`src/rtl/window_linebuffer_pkg.sv`:
```
// Shared pixel/window definitions for the 9x9 window line buffer and the
// downstream inner-product stage.
package window_linebuffer_pkg;

    localparam int PIX_W    = 7;
    localparam int WIN      = 9;
    localparam int WIN_AREA = WIN * WIN;

    typedef logic [PIX_W-1:0] pixel_t;

endpackage

```
`src/rtl/window_linebuffer_winbuf_line.sv`:
```
// winbuf_line: one image row of pixel delay, advancing only when en is high.
// Storage is a read-first RAM of IMG_W-1 entries plus a registered read port.
module winbuf_line
    import window_linebuffer_pkg::*;
#(
    parameter int IMG_W = 28
) (
    input  logic             clk,
    input  logic             rst_n,
    input  logic             en,
    input  logic [PIX_W-1:0] din,
    output logic [PIX_W-1:0] dout
);

    // The output register supplies the final stage of delay, so the RAM is
    // one entry shorter than a row. dout is consumed on the next accepted
    // pixel, giving a total delay of exactly IMG_W accepted pixels.
    localparam int DEPTH = IMG_W - 1;
    localparam int PW    = $clog2(DEPTH);
    localparam logic [PW-1:0] PTR_LAST = PW'(DEPTH - 1);

    pixel_t          mem [0:DEPTH-1];
    logic [PW-1:0]   ptr_reg;
    logic [PW-1:0]   ptr_next;
    pixel_t          dout_reg;

    always_comb begin
        ptr_next = ptr_reg;
        if (en) begin
            ptr_next = (ptr_reg == PTR_LAST) ? '0 : ptr_reg + PW'(1);
        end
    end

    always_ff @(posedge clk) begin
        if (en) begin
            mem[ptr_reg] <= din;
        end
    end

    always_ff @(posedge clk or negedge rst_n) begin
        if (!rst_n) begin
            ptr_reg  <= '0;
            dout_reg <= '0;
        end else begin
            ptr_reg <= ptr_next;
            if (en) begin
                dout_reg <= mem[ptr_reg];
            end
        end
    end

    assign dout = dout_reg;

endmodule

```
`src/rtl/window_linebuffer.sv`:
```
// Streaming 9x9 window generator over a raster image using eight row delay lines.
// Optional frame_done output enabled by defining WINDOW_LINEBUFFER_FRAME_DONE_EN.
module window_linebuffer
    import window_linebuffer_pkg::*;
#(
    parameter int IMG_W = 28,
    parameter int IMG_H = 28
) (
    input  logic             clk,
    input  logic             rst_n,
    input  logic             pix_valid,
    input  logic [PIX_W-1:0] pix_in,
    output pixel_t           xarray [0:WIN_AREA-1],
    output logic             win_valid
`ifdef WINDOW_LINEBUFFER_FRAME_DONE_EN
    ,
    output logic             frame_done
`endif
);

    localparam int CW = $clog2(IMG_W);
    localparam int RW = $clog2(IMG_H);
    localparam logic [CW-1:0] COL_LAST  = CW'(IMG_W - 1);
    localparam logic [RW-1:0] ROW_LAST  = RW'(IMG_H - 1);
    localparam logic [CW-1:0] COL_FIRST = CW'(WIN - 1);
    localparam logic [RW-1:0] ROW_FIRST = RW'(WIN - 1);

    logic [CW-1:0] col_reg;
    logic [CW-1:0] col_next;
    logic [RW-1:0] row_reg;
    logic [RW-1:0] row_next;
    logic          win_valid_reg;
    logic          win_valid_next;

    pixel_t        xarray_reg  [0:WIN_AREA-1];
    pixel_t        xarray_next [0:WIN_AREA-1];
    pixel_t        line_in     [0:WIN-2];
    pixel_t        line_out    [0:WIN-2];
    pixel_t        col_in      [0:WIN-1];

    // Counters describe the position of the pixel being accepted this cycle.
    always_comb begin
        col_next       = col_reg;
        row_next       = row_reg;
        win_valid_next = 1'b0;
        if (pix_valid) begin
            win_valid_next = (row_reg >= ROW_FIRST) && (col_reg >= COL_FIRST);
            if (col_reg == COL_LAST) begin
                col_next = '0;
                row_next = (row_reg == ROW_LAST) ? '0 : row_reg + RW'(1);
            end else begin
                col_next = col_reg + CW'(1);
            end
        end
    end

    always_ff @(posedge clk or negedge rst_n) begin
        if (!rst_n) begin
            col_reg       <= '0;
            row_reg       <= '0;
            win_valid_reg <= 1'b0;
        end else begin
            col_reg       <= col_next;
            row_reg       <= row_next;
            win_valid_reg <= win_valid_next;
        end
    end

    // Delay line gi outputs the pixel gi+1 rows above the incoming one.
    genvar gi, gj;
    generate
        for (gi = 0; gi < WIN - 1; gi++) begin : g_line
            if (gi == 0) begin : g_head
                assign line_in[gi] = pix_in;
            end else begin : g_chain
                assign line_in[gi] = line_out[gi-1];
            end

            winbuf_line #(
                .IMG_W (IMG_W)
            ) u_line (
                .clk   (clk),
                .rst_n (rst_n),
                .en    (pix_valid),
                .din   (line_in[gi]),
                .dout  (line_out[gi])
            );
        end

        // Newest column: row 8 is the live pixel, row 0 the oldest delay line.
        for (gi = 0; gi < WIN; gi++) begin : g_col
            if (gi == WIN - 1) begin : g_live
                assign col_in[gi] = pix_in;
            end else begin : g_delayed
                assign col_in[gi] = line_out[WIN-2-gi];
            end
        end

        for (gi = 0; gi < WIN; gi++) begin : g_row
            for (gj = 0; gj < WIN; gj++) begin : g_elem
                if (gj == WIN - 1) begin : g_new
                    assign xarray_next[gi*WIN+gj] = pix_valid ? col_in[gi]
                                                              : xarray_reg[gi*WIN+gj];
                end else begin : g_shift
                    assign xarray_next[gi*WIN+gj] = pix_valid ? xarray_reg[gi*WIN+gj+1]
                                                              : xarray_reg[gi*WIN+gj];
                end
            end
        end
    endgenerate

    always_ff @(posedge clk or negedge rst_n) begin
        if (!rst_n) begin
            for (int i = 0; i < WIN_AREA; i++) begin
                xarray_reg[i] <= '0;
            end
        end else begin
            for (int i = 0; i < WIN_AREA; i++) begin
                xarray_reg[i] <= xarray_next[i];
            end
        end
    end

    assign xarray    = xarray_reg;
    assign win_valid = win_valid_reg;

`ifdef WINDOW_LINEBUFFER_FRAME_DONE_EN
    logic frame_done_reg;
    logic frame_done_next;

    always_comb begin
        frame_done_next = pix_valid && (row_reg == ROW_LAST) && (col_reg == COL_LAST);
    end

    always_ff @(posedge clk or negedge rst_n) begin
        if (!rst_n) begin
            frame_done_reg <= 1'b0;
        end else begin
            frame_done_reg <= frame_done_next;
        end
    end

    assign frame_done = frame_done_reg;
`endif

endmodule

```
`config.mk`:
```
export PLATFORM = sky130hd
export DESIGN_NAME = window_linebuffer
export DESIGN_NICKNAME = d
export VERILOG_FILES = /design/src/rtl/window_linebuffer_pkg.sv /design/src/rtl/window_linebuffer_winbuf_line.sv /design/src/rtl/window_linebuffer.sv
export SDC_FILE = /design/constraint.sdc
export NUM_CORES = 2
export LEC_CHECK = 0
export CAP_MARGIN = 20
export CORE_AREA = 2 2 384 386
export CTS_CLUSTER_DIAMETER = 100
export CTS_CLUSTER_SIZE = 8
export DETAILED_ROUTE_END_ITERATION = 10
export DIE_AREA = 0 0 386 388
export PLACE_DENSITY = 0.9
export SYNTH_ARGS = -nofsm -noshare
export SYNTH_HDL_FRONTEND = slang
export SYNTH_SLANG_ARGS = --single-unit
```
`constraint.sdc`:
```
create_clock -name clk -period 2.8 [get_ports clk]
set_input_delay 0.56 -clock clk [delete_from_list [all_inputs] [get_ports clk]]
set_output_delay 0.56 -clock clk [all_outputs]
set_load 0.02 [all_outputs]
```
==> results.py <==
metrics = {
    "critical_path": {
        "max_stage_delay_ns": 0.94,
        "cp.required_ns": 3.59,
        "crit_path_start_kind": "flip-flop",
        "crit_buf_inv": 1,
        "slowest_stage": "a2111oi_0",
        "arrival_ns": 3.77,
        "crit_fanout": 18,
        "path_class": "reg -> reg",
        "crit_path_end_kind": "flip-flop",
        "crit_family": "compound AO/OA/AOI/OAI gates",
        "path_cells": "buf_4, nor2_1, a2111oi_0, o21ai_0, o2bb2ai_1",
    },
    "pwr": {
        "peakVddDrop_uv": 997,
        "finalPower_w": 0.126,
        "combPwrFrac": 0.308,
        "p_leak_nw": 37.6,
        "cellPowerDensity_nw_per_um2": 1210,
        "p_seq_frac": 0.409,
        "clockPowerShare": 0.282,
        "p_sw_w": 0.0442,
        "p_sw_frac": 0.350,
        "intPower_w": 0.0821,
    },
    "global_route": {
        "grt_max_degree": 86,
        "antenna_found_initial": 6,
        "grt_pass1_wl_um": 359000,
        "grt_pass1_vias": 54300,
        "grt_overflow_total": 0,
        "grt_usage": 0.323,
    },
    "synthesis": {
        "synth_edf_count": 1512,
        "yosysTopAreaCellShare": 0.533,
        "synth-async-reset-ratio": 0.308,
        "synth_cells": 4696,
        "yosys-top-cells-area": "edfxtp_1 53%, dfrtp_1 20%, mux2_2 8.1%",
        "synth-warning-count": 0,
        "ys_ff_latch": 2186,
        "dominantRegCellSynth": "edfxtp_1",
        "ys_types": 60,
        "synth_area_um2": 85200,
        "syn_area_per_cell_um2": 18.1,
        "syn_nets": 4741,
        "yosysSeqAreaShare": 0.731,
        "synth_top_area_cell": "edfxtp_1",
    },
    "clock_tree": {
        "clk_pin_slew_ns": 0.06,
        "clock_latency_ns": 0.96,
        "cts_sinks": 2186,
        "cts_tree": "built",
        "clockRootBuffer": "clkbuf_16",
        "htreeDepth": 5,
        "cts_buffers": 323,
        "cts_buffer_depth": 4,
    },
    "timing": {
        "max_slew.worst_pin.slew_ns": 1.28,
        "period_needed_ns": 2.98,
        "hold_viol": 0,
        "min_period_over_period": 1.07,
        "drv_slew": 0,
        "postLayoutSetupSlackWorst_ns": -0.184,
        "clock_skew_ns": 0.105,
        "finalSetupViolCount": 3,
        "tns_ns": -0.360,
        "fmax_mhz": 335,
        "whs_ns": 0.0738,
        "max_slew_margin": 0.144,
        "rsz0062_at_grt": "true",
    },
    "floorplanning": {
        "die_h_um": 388,
        "dieArea_um2": 150000,
        "start_util": 0.587,
        "design.core.area_um2": 145000,
        "die_w_um": 386,
        "rows": 140,
        "pin_count": 578,
    },
    "finish": {
        "largest_reg_flops": 1512,
        "drive_gt1_frac": 0.264,
        "fin_nets": 5662,
        "final_area_um2": 104000,
        "fin_cells": 7733,
        "syn_to_final_growth_pct": 22.1,
    },
    "placement": {
        "gp_congestion": 0.925,
        "dp_hpwl_um": 130000,
        "place_area_um2": 94600,
        "placedCellCount": 7191,
        "port_buffers": 577,
    },
    "job": {
        "maxCapViolCount": 0,
    },
    "outcome": {
        "violations": "setup timing",
        "status": "finished, violations left",
    },
    "drt": {
        "ant_nets": 0,
        "drt_iter0_drc": 8084,
        "vias_per_cell": 6.80,
        "wl_um": 251000,
        "drtPass1Iterations": 7,
        "vias": 52600,
        "post_drt_wl_per_cell_um": 32.5,
        "drcViolationCount": 0,
    },
    "min_path": {
        "hold_path.class": "in -> reg",
    },
}
==> timing repair <==
action / in CTS / in global routing
hold buffers: 1 / 0
gates resized for setup: 0 / 5
endpoints found under the setup margin: 0 / 15
hold endpoints to repair: 24 / 0
setup buffers: 0 / 1
==> cell families after synthesis <==
group / after synthesis / synth area share
flops: 2186 / 0.731
mux: 1118 / 0.180
compound gates: 362 / 0.0305
simple gates: 687 / 0.0372
fa+ha+maj: 35 / 0.00514
xor+xnor: 18 / 0.00185
buf+inv: 290 / 0.0149
==> power by group through the flow <==
| stage | Clock [W] | Sequential (W) | Combinational, W |
|---|---|---|---|
| 6_report | 0.0357 | 0.0517 | 0.0390 |
| 5_1_grt | 0.0369 | 0.0522 | 0.0399 |
| 4_1_cts | 0.0354 | 0.0521 | 0.0364 |
| 3_5_place_dp | 0 | 0.0521 | 0.0347 |
| 3_3_place_gp | 0 | 0.0514 | 0.0335 |
| 2_1_floorplan | 0 | 0.0532 | 0.0154 |
==> placed cells by master, fill, tap and decap left out, drive strengths merged, types with 20 or more instances in the layout <==
master	synthesis	final
and2	31	31
nand2b	31	31
nand2	188	188
nor2	228	228
a221oi	20	20
o21ai	59	59
mux2i	238	238
a22oi	26	26
mux2	612	612
a22o	22	22
a31oi	41	41
and3	54	54
mux4	268	268
buf	111	284
nand3	53	53
nor3	34	34
edfxtp	1512	1512
clkbuf	154	514
inv	23	28
o211ai	52	52
ha	35	35
nor2b	36	36
dfrtp	674	674
a21oi	25	25
clkdlybuf4s50	0	574
==> through the flow <==
| step | worst slack [ns] | utilization |
|---|---|---|
| after floorplan | 0.159 | - |
| after global placement | 0.315 | 0.652 |
| after detailed placement | 0.236 | 0.652 |
| after CTS | 0.00327 | 0.714 |
| after global routing | -0.0831 | 0.717 |
| final | -0.184 | 0.717 |
==> worst paths after layout <==
path                                                    startpoint                                 endpoint  slack [ns]  cells after the start
max                        g_line[1].u_line.ptr_reg[2]$_DFFE_PN0P_     g_line[1].u_line.dout[3]$_DFFE_PN0P_       -0.18                      5
min                                                      pix_valid  g_line[3].u_line.ptr_reg[0]$_DFFE_PN0P_        0.07                      2
max reg2reg                g_line[1].u_line.ptr_reg[2]$_DFFE_PN0P_     g_line[1].u_line.dout[3]$_DFFE_PN0P_       -0.18                      5
min reg2reg                                xarray[297]$_DFFE_PN0P_                  xarray[304]$_DFFE_PN0P_        0.49                      1
max in group asynchronous                                    rst_n  g_line[4].u_line.ptr_reg[1]$_DFFE_PN0P_        1.59                      3
min in group asynchronous                                    rst_n                  xarray[430]$_DFFE_PN0P_        0.31                      2
==> synthesized netlist by cell type (53+ instances only) <==
master	number
and3_1	54
clkbuf_1	154
dfrtp_1	674
edfxtp_1	1512
mux2_2	612
mux2i_1	238
mux4_2	264
nand2_1	188
nand3_1	53
nor2_1	228
o21ai_0	59
==> layer usage <==
layer	wire [um]	vias up	GRT usage
li1	-	20100	-
met1	79300	26200	0.382
met2	126000	4882	0.541
met3	27800	1357	0.0853
met4	18000	6	0.169
met5	66	-	0
==> cell type report <==
cell class	count	area, um2
Clock inverter	7	76.3
Inverter	25	93.8
Timing Repair Buffer	861	8580
Multi-Input combinational cell	2220	21700
Fill cell	7328	41100
Tap cell	1917	2400
Sequential cell	2186	62300
Clock buffer	513	8910
Antenna cell	4	10.0
==> worst reg2reg max path, delay by kind of cell (launching register included) <==
family	cells	cell delay, ns
buffers and inverters	1	0.41
flip-flops	1	0.77
AND/OR/NAND/NOR	1	0.20
AO/OA/AOI/OAI	3	1.48
Power figures use the tool's default switching activity.
